<file path="config.mk">
export PLATFORM = sky130hd
export DESIGN_NAME = scroll_ctrl
export DESIGN_NICKNAME = d
export VERILOG_FILES = /design/src/rtl/scroll_pkg.sv /design/src/rtl/scroll_tick_gen.sv /design/src/rtl/scroll_ctrl.sv
export SDC_FILE = /design/constraint.sdc
export NUM_CORES = 1
export LEC_CHECK = 0
export BUFFER_PORTS_ARGS = -buffer_cell sky130_fd_sc_hd__buf_4
export CAP_MARGIN = 20
export CORE_MARGIN = 4
export CORE_UTILIZATION = 55
export CTS_CLUSTER_DIAMETER = 30
export DETAILED_ROUTE_END_ITERATION = 8
export PLACE_DENSITY = 0.69
export SLEW_MARGIN = 15
export SYNTH_ARGS = -nofsm -noshare
export SYNTH_HDL_FRONTEND = slang
export SYNTH_HIERARCHICAL = 1
export SYNTH_SLANG_ARGS = --single-unit
</file>
<file path="constraint.sdc">
create_clock -name clk -period 7.8 [get_ports clk]
set_input_delay 1.95 -clock clk [delete_from_list [all_inputs] [get_ports clk]]
set_output_delay 1.95 -clock clk [all_outputs]
set_load 0.005 [all_outputs]
</file>
<file path="src/rtl/scroll_pkg.sv">
`default_nettype none
// +------------------------------------------------------------------------+
// | Module  : scroll_pkg                                                   |
// | Purpose : Shared definitions for the scrolling seven-segment path:     |
// |           blank digit code, sequencer state encoding and the width     |
// |           helper for the frame counter.                                |
// | Ports   : none (package)                                               |
// | Rev     : 1.0 - initial release                                        |
// +------------------------------------------------------------------------+
package scroll_pkg;

  // Nibble code the seven-segment decoder renders as an unlit digit.
  localparam logic [3:0] c_blk = 4'hF;

  typedef enum logic [1:0] {
    IDLE   = 2'd0,
    SCROLL = 2'd1,
    DONE   = 2'd2
  } state_t;

  // Frames run 0..msg_max+digits, so the counter must hold msg_max+digits.
  function automatic int frame_w(input int msg_max, input int digits);
    return $clog2(msg_max + digits + 1);
  endfunction

endpackage
`default_nettype wire

</file>
<file path="src/rtl/scroll_tick_gen.sv">
`default_nettype none
// +------------------------------------------------------------------------+
// | Module  : scroll_tick_gen                                              |
// | Purpose : Prescaler for the scroll rate. Counts 0..TICK_DIV-1 while    |
// |           enabled and flags the terminal count with a one-cycle tick.  |
// | Ports   : clk    - clock, rising edge                                  |
// |           rst    - asynchronous active-low reset                       |
// |           i_en   - count enable; counter is held at 0 when low         |
// |           i_clr  - synchronous clear back to 0                         |
// |           o_tick - high during the terminal-count cycle                |
// | Rev     : 1.0 - initial release                                        |
// +------------------------------------------------------------------------+
module scroll_tick_gen #(
  parameter int TICK_DIV = 25000000
) (
  input  logic clk,
  input  logic rst,
  input  logic i_en,
  input  logic i_clr,
  output logic o_tick
);

  localparam int            CW     = $clog2(TICK_DIV);
  localparam logic [CW-1:0] c_last = CW'(TICK_DIV - 1);

  logic [CW-1:0] r_cnt;

  assign o_tick = i_en && (r_cnt == c_last);

  always_ff @(posedge clk or negedge rst) begin
    if (!rst) begin
      r_cnt <= '0;
    end else if (i_clr || !i_en) begin
      r_cnt <= '0;
    end else if (r_cnt == c_last) begin
      r_cnt <= '0;
    end else begin
      r_cnt <= r_cnt + 1'b1;
    end
  end

endmodule
`default_nettype wire

</file>
<file path="src/rtl/scroll_ctrl.sv">
`default_nettype none
// +------------------------------------------------------------------------+
// | Module  : scroll_ctrl                                                  |
// | Purpose : Scrolling-display sequencer. Buffers a nibble message from a |
// |           valid/ready port, then slides a DIGITS-wide window across it |
// |           (blank-padded at both ends) at one step per TICK_DIV clocks. |
// | Ports   : clk, rst (async active-low)                                  |
// |           din/din_valid/din_ready - message load port (IDLE only)      |
// |           msg_clr  - empty the buffer (IDLE only, beats a write)       |
// |           i_start  - begin a pass, i_stop - abort a pass               |
// |           o_win    - packed window, leftmost digit in the MSBs         |
// |           o_busy   - scrolling, o_done - one-cycle end-of-pass pulse   |
// |           o_frame  - current frame index                              |
// | Config  : SCROLL_LOOP_EN - wrap to frame 0 after the last frame and    |
// |           keep scrolling until i_stop; o_done is then tied low.        |
// | Rev     : 1.0 - initial release                                        |
// +------------------------------------------------------------------------+
module scroll_ctrl
  import scroll_pkg::*;
#(
  parameter int         DIGITS   = 3,
  parameter int         MSG_MAX  = 8,
  parameter int         TICK_DIV = 25000000,
  parameter logic [3:0] BLK      = c_blk
) (
  input  logic                                 clk,
  input  logic                                 rst,
  input  logic [3:0]                           din,
  input  logic                                 din_valid,
  output logic                                 din_ready,
  input  logic                                 msg_clr,
  input  logic                                 i_start,
  input  logic                                 i_stop,
  output logic [4*DIGITS-1:0]                  o_win,
  output logic                                 o_busy,
  output logic                                 o_done,
  output logic [frame_w(MSG_MAX, DIGITS)-1:0]  o_frame
);

  localparam int                  FW      = frame_w(MSG_MAX, DIGITS);
  localparam int                  LW      = $clog2(MSG_MAX + 1);
  localparam int                  IW      = (MSG_MAX > 1) ? $clog2(MSG_MAX) : 1;
  localparam logic [FW:0]         c_dig_x = (FW+1)'(DIGITS);
  localparam logic [FW-1:0]       c_dig_f = FW'(DIGITS);
  localparam logic [LW-1:0]       c_max   = LW'(MSG_MAX);
  localparam logic [4*DIGITS-1:0] c_blank = {DIGITS{BLK}};

  state_t              r_state;
  logic [LW-1:0]       r_len;
  logic [3:0]          r_msg [MSG_MAX];
  logic [FW-1:0]       r_frame;
  logic [4*DIGITS-1:0] r_win;
  logic [4*DIGITS-1:0] w_win;
  logic                r_busy;
  logic                w_tick;
  logic                w_last;

  assign din_ready = (r_state == IDLE) && (r_len < c_max);
  assign o_win     = r_win;
  assign o_busy    = r_busy;
  assign o_frame   = r_frame;
  assign w_last    = (r_frame == (FW'(r_len) + c_dig_f));

`ifdef SCROLL_LOOP_EN
  assign o_done = 1'b0;
`else
  logic r_done;
  assign o_done = r_done;
`endif

  scroll_tick_gen #(
    .TICK_DIV (TICK_DIV)
  ) u_tick (
    .clk    (clk),
    .rst    (rst),
    .i_en   (r_state == SCROLL),
    .i_clr  (i_stop),
    .o_tick (w_tick)
  );

  // Slot j shows message position frame+j-DIGITS. The sum frame+j is kept
  // one bit wider than the frame so it never wraps; positions left of the
  // message (sum < DIGITS) or past its end resolve to the blank code.
  for (genvar j = 0; j < DIGITS; j++) begin : g_slot
    logic [FW:0] w_pos;
    logic [FW:0] w_idx;
    assign w_pos = {1'b0, r_frame} + (FW+1)'(j);
    assign w_idx = w_pos - c_dig_x;
    assign w_win[4*(DIGITS-1-j) +: 4] =
      ((w_pos >= c_dig_x) && (w_idx < (FW+1)'(r_len))) ? r_msg[w_idx[IW-1:0]] : BLK;
  end

  always_ff @(posedge clk or negedge rst) begin
    if (!rst) begin
      r_state <= IDLE;
      r_len   <= '0;
      r_frame <= '0;
      r_win   <= c_blank;
      r_busy  <= 1'b0;
`ifdef SCROLL_LOOP_EN
`else
      r_done  <= 1'b0;
`endif
      for (int k = 0; k < MSG_MAX; k++) begin
        r_msg[k] <= '0;
      end
    end else begin
`ifdef SCROLL_LOOP_EN
`else
      r_done <= 1'b0;
`endif
      case (r_state)
        IDLE: begin
          r_win   <= c_blank;
          r_frame <= '0;
          if (msg_clr) begin
            r_len <= '0;
          end else if (din_valid && din_ready) begin
            r_msg[r_len[IW-1:0]] <= din;
            r_len                <= r_len + 1'b1;
          end
          // A same-cycle clear empties the buffer, so it also blocks a start.
          if (i_start && !msg_clr && (r_len != '0)) begin
            r_state <= SCROLL;
            r_busy  <= 1'b1;
          end
        end

        SCROLL: begin
          if (i_stop) begin
            r_state <= IDLE;
            r_busy  <= 1'b0;
            r_frame <= '0;
            r_win   <= c_blank;
          end else begin
            // Window register trails the frame counter by one cycle.
            r_win <= w_win;
            if (w_tick) begin
              if (w_last) begin
                r_frame <= '0;
`ifdef SCROLL_LOOP_EN
`else
                r_state <= DONE;
                r_busy  <= 1'b0;
                r_done  <= 1'b1;
`endif
              end else begin
                r_frame <= r_frame + 1'b1;
              end
            end
          end
        end

        DONE: begin
          r_state <= IDLE;
          r_win   <= c_blank;
        end

        default: begin
          r_state <= IDLE;
          r_busy  <= 1'b0;
          r_win   <= c_blank;
        end
      endcase
    end
  end

endmodule
`default_nettype wire

</file>
==> summary.json <==
{
  "synth_enable_flop_cells": 0,
  "ir_drop_uv": 130,
  "antenna_cells": 0,
  "worst_r2r_startpoint": "o_frame[0]$_DFFE_PN0P_",
  "die_area_um2": 10200,
  "r2r-end": "o_win[6]$_DFF_PN1_",
  "final_hold_viol_count": 0,
  "timing_worst_setup_path_type": "reg2reg",
  "fin_crit_ns": 4.09,
  "via_count_of_the_first_global_routing_pass": 3609,
  "root_buffer": "sky130_fd_sc_hd__clkbuf_8",
  "largest_area_contributor_in_the_synthesized_netlist": "sky130_fd_sc_hd__dfrtp_1",
  "yosys.cell_types.count": 61,
  "detailroute.via_count": 3797,
  "timing.critical_path.slowest_stage_cell": "sky130_fd_sc_hd__dfrtp_1",
  "maxSlewHeadroom": 0.321,
  "endpoint_class_of_the_critical_path": "register",
  "cts.clk_slew.worst_paths_ns": 0.09,
  "timing.final.max_slew_violations": 0,
  "critPathLaunchType": "register",
  "drt_iter0_drc": 280,
  "worst-slew-pin-transition_ns": 1.02,
  "required_ns": 8.07,
  "post_synth_instance_area_um2": 4780,
  "wl_per_cell_um": 18.0,
  "grt.total_usage": 0.227,
  "crit_path_end": "o_win[6]$_DFF_PN1_",
  "viasPerCell": 6.18,
  "grt_pass1_wl_mm": 18.3,
  "unrepaired_setup_endpoints_after_global_routing": "false",
  "post_route_cells_drive_above_1_share": 0.232,
  "status": "finished, final reports clean",
  "crit_buf_inv": 2,
  "hold_path.class": "reg2reg",
  "cts_hold_buffers": 0,
  "postSynthRegisterBits": 81,
  "cts_buffers": 9,
  "cp_top_family": "simple AND/OR/NAND/NOR gates",
  "layout_area_growth_over_synthesis_pct": 10.5,
  "die_height_um": 101,
  "setup_total_negative_slack_ns": 0,
  "post_detailed_routing_wire_length_mm": 11.0,
  "share_of_synthesized_registers_carrying_an_async_set_or_reset": 1.00,
  "max_freq_ghz": 0.245,
  "drt_pass1_iterations": 5,
  "worst-path-max-fanout": 21,
  "cts-resized-gates": 0,
  "reg2reg_setup_slack_ns": 3.71,
  "postSynthNetCount": 509,
  "total_number_of_yosys_warnings": 6,
  "post-cts-setup-buffers": 0,
  "crit_chain": "inv_1 -> ha_1 -> inv_1 -> nor2_1 -> or2_2 -> ha_1 -> nor2b_1 -> o21ai_0 -> nand2b_1 -> a2111oi_2 -> nand2_1",
  "placeableCoreArea_um2": 8340,
  "grt_start_max_net_pins": 82,
  "synth_top_cells_by_count": "sky130_fd_sc_hd__nand2_1 (77), sky130_fd_sc_hd__dfrtp_1 (69), sky130_fd_sc_hd__nand3_1 (44), sky130_fd_sc_hd__mux2_2 (32), sky130_fd_sc_hd__nor2_1 (29)",
  "clock_skew_ns": 0.00763,
  "tritoncts": "built",
  "cts.sinks": 81,
  "max_cap_viol_count": 0,
  "timing.critical_path.from": "o_frame[0]$_DFFE_PN0P_",
  "drc": 0,
  "htree_num_levels": 3,
  "synth_cells": 479,
  "io_pins": 29,
  "critical-path-max-stage-delay_ns": 0.89,
  "initial_utilization": 0.573,
  "critical_path_depth": 11,
  "drt.antenna.violating_nets": 0,
  "design.final.nets": 534,
  "row_count": 33,
  "worstSkewPairLatency_ns": 0.36,
  "post_synth.cell_area_avg_um2": 9.98,
  "yosys.cell_count.top_type": "sky130_fd_sc_hd__nand2_1",
  "cp.arrival_ns": 4.35,
  "clockBufferDepth": 2,
  "finalCritPeriodShare": 0.524,
  "die_w_um": 101,
  "total_leakage_power_uw": 0.00220,
  "input_output_buffers": 28,
  "reg2regPathDepth": 11,
  "detailed_place_hpwl_mm": 7.84,
  "post_route_hold_slack_ns": 0.508,
  "synth_flop_cell": "sky130_fd_sc_hd__dfrtp_1",
  "antenna_found_initial": 0,
  "netlist_top_cells_area": "sky130_fd_sc_hd__dfrtp_1 (36%), sky130_fd_sc_hd__mux2_2 (7.5%), sky130_fd_sc_hd__dfstp_2 (6.6%)",
  "synth_top_cell_area_share": 0.361,
  "overflow": 0,
  "place_congestion": 0.935,
  "power_density_nw_per_um2": 193,
  "share_of_the_yosys_chip_area_belonging_to_registers": 0.427,
  "finalSetupViolCount": 0
}
-- logic make-up (layout without fill, tap and decap cells) --
logic type	after synthesis	in the layout	synth area share
and+or+nand+nor	210	210	0.218
DFF	81	81	0.427
AOI/OAI and AO/OA	67	67	0.0956
muxes	48	48	0.130
buffers and inverters	29	59	0.0283
xor gates and xnor gates	24	24	0.0484
adders and majority gates	20	20	0.0524
-- how the worst min path moves through the flow --
stage                              startpoint                        end  slack (ns)  cells past startpoint
floorplan              r_state[0]$_DFFE_PN0P_         o_busy$_DFFE_PN0P_        0.47                      1
global route           r_state[0]$_DFFE_PN0P_         o_busy$_DFFE_PN0P_        0.54                      1
finish              u_tick/r_cnt[0]$_DFF_PN0_  u_tick/r_cnt[0]$_DFF_PN0_        0.51                      1
CTS                    r_state[0]$_DFFE_PN0P_         o_busy$_DFFE_PN0P_        0.51                      1
detailed placement  u_tick/r_cnt[0]$_DFF_PN0_  u_tick/r_cnt[0]$_DFF_PN0_        0.50                      1
global placement       r_state[0]$_DFFE_PN0P_         o_busy$_DFFE_PN0P_        0.49                      1
-- sequential cells by signal, summed over array words and instances, names as in the netlist --
signal        cells
o_busy            1
o_frame           4
o_win            12
r_state           2
u_tick/r_cnt     25
o_done            1
r_msg            32
r_len             4
-- layer usage --
| metal | part of all wire | up-vias | track usage |
|---|---|---|---|
| met5 | 0 | - | 0 |
| met4 | 0.0098 | 0 | 0.0665 |
| met3 | 0.057 | 14 | 0.0372 |
| met2 | 0.48 | 117 | 0.375 |
| met1 | 0.45 | 1875 | 0.311 |
| li1 | - | 1791 | - |
-- final cells by class --
class | instances | area (µm²)
Clock buffer | 9 | 124
Clock inverter | 7 | 86.3
Fill cell | 712 | 3060
Inverter | 13 | 48.8
Multi-Input combinational cell | 369 | 2600
Sequential cell | 81 | 2040
Tap cell | 105 | 131
Timing Repair Buffer | 30 | 245
-- power by group --
part	total, µW	leakage (µW)	switching, µW	internal (µW)
sequential	543	0.00106	71.1	471
combinational	148	0.00104	64.3	83.3
clock	328	0.000104	173	155
total	1020	0.00220	309	709
-- stage by stage --
| stage | util | total power (µW) | instance area, µm² | worst slack [ns] | cells |
|---|---|---|---|---|---|
| global placement | 0.604 | 687 | 5040 | 3.95 | 597 |
| CTS | 0.630 | 1020 | 5250 | 3.75 | 613 |
| global route | 0.633 | 1060 | 5280 | 3.33 | 614 |
| detailed placement | 0.604 | 693 | 5040 | 3.77 | 597 |
| finish | 0.633 | 1020 | 5280 | 3.71 | 614 |
| floorplan | - | 627 | 4780 | 4.59 | 479 |
-- cell usage in the layout, fill, tap and decap left out, types with 4 or more instances in the layout --
master / instances
sky130_fd_sc_hd__clkbuf_8: 9
sky130_fd_sc_hd__nor2b_1: 5
sky130_fd_sc_hd__nand4_1: 8
sky130_fd_sc_hd__nand3_1: 44
sky130_fd_sc_hd__dfrtp_1: 69
sky130_fd_sc_hd__xor2_1: 10
sky130_fd_sc_hd__nand2b_1: 4
sky130_fd_sc_hd__ha_1: 20
sky130_fd_sc_hd__mux2i_1: 8
sky130_fd_sc_hd__and3_1: 6
sky130_fd_sc_hd__buf_4: 29
sky130_fd_sc_hd__nor2_1: 29
sky130_fd_sc_hd__mux2_2: 32
sky130_fd_sc_hd__a32oi_1: 4
sky130_fd_sc_hd__a41o_1: 4
sky130_fd_sc_hd__o31ai_1: 9
sky130_fd_sc_hd__mux4_2: 8
sky130_fd_sc_hd__or4_1: 8
sky130_fd_sc_hd__xnor2_1: 12
sky130_fd_sc_hd__a21oi_1: 18
sky130_fd_sc_hd__o21ai_0: 12
sky130_fd_sc_hd__dfstp_2: 12
sky130_fd_sc_hd__nand2_1: 77
sky130_fd_sc_hd__or3_1: 6
sky130_fd_sc_hd__a31o_2: 4
sky130_fd_sc_hd__nor3_2: 4
sky130_fd_sc_hd__inv_1: 10
No activity file was read; power rests on OpenSTA's default activity.
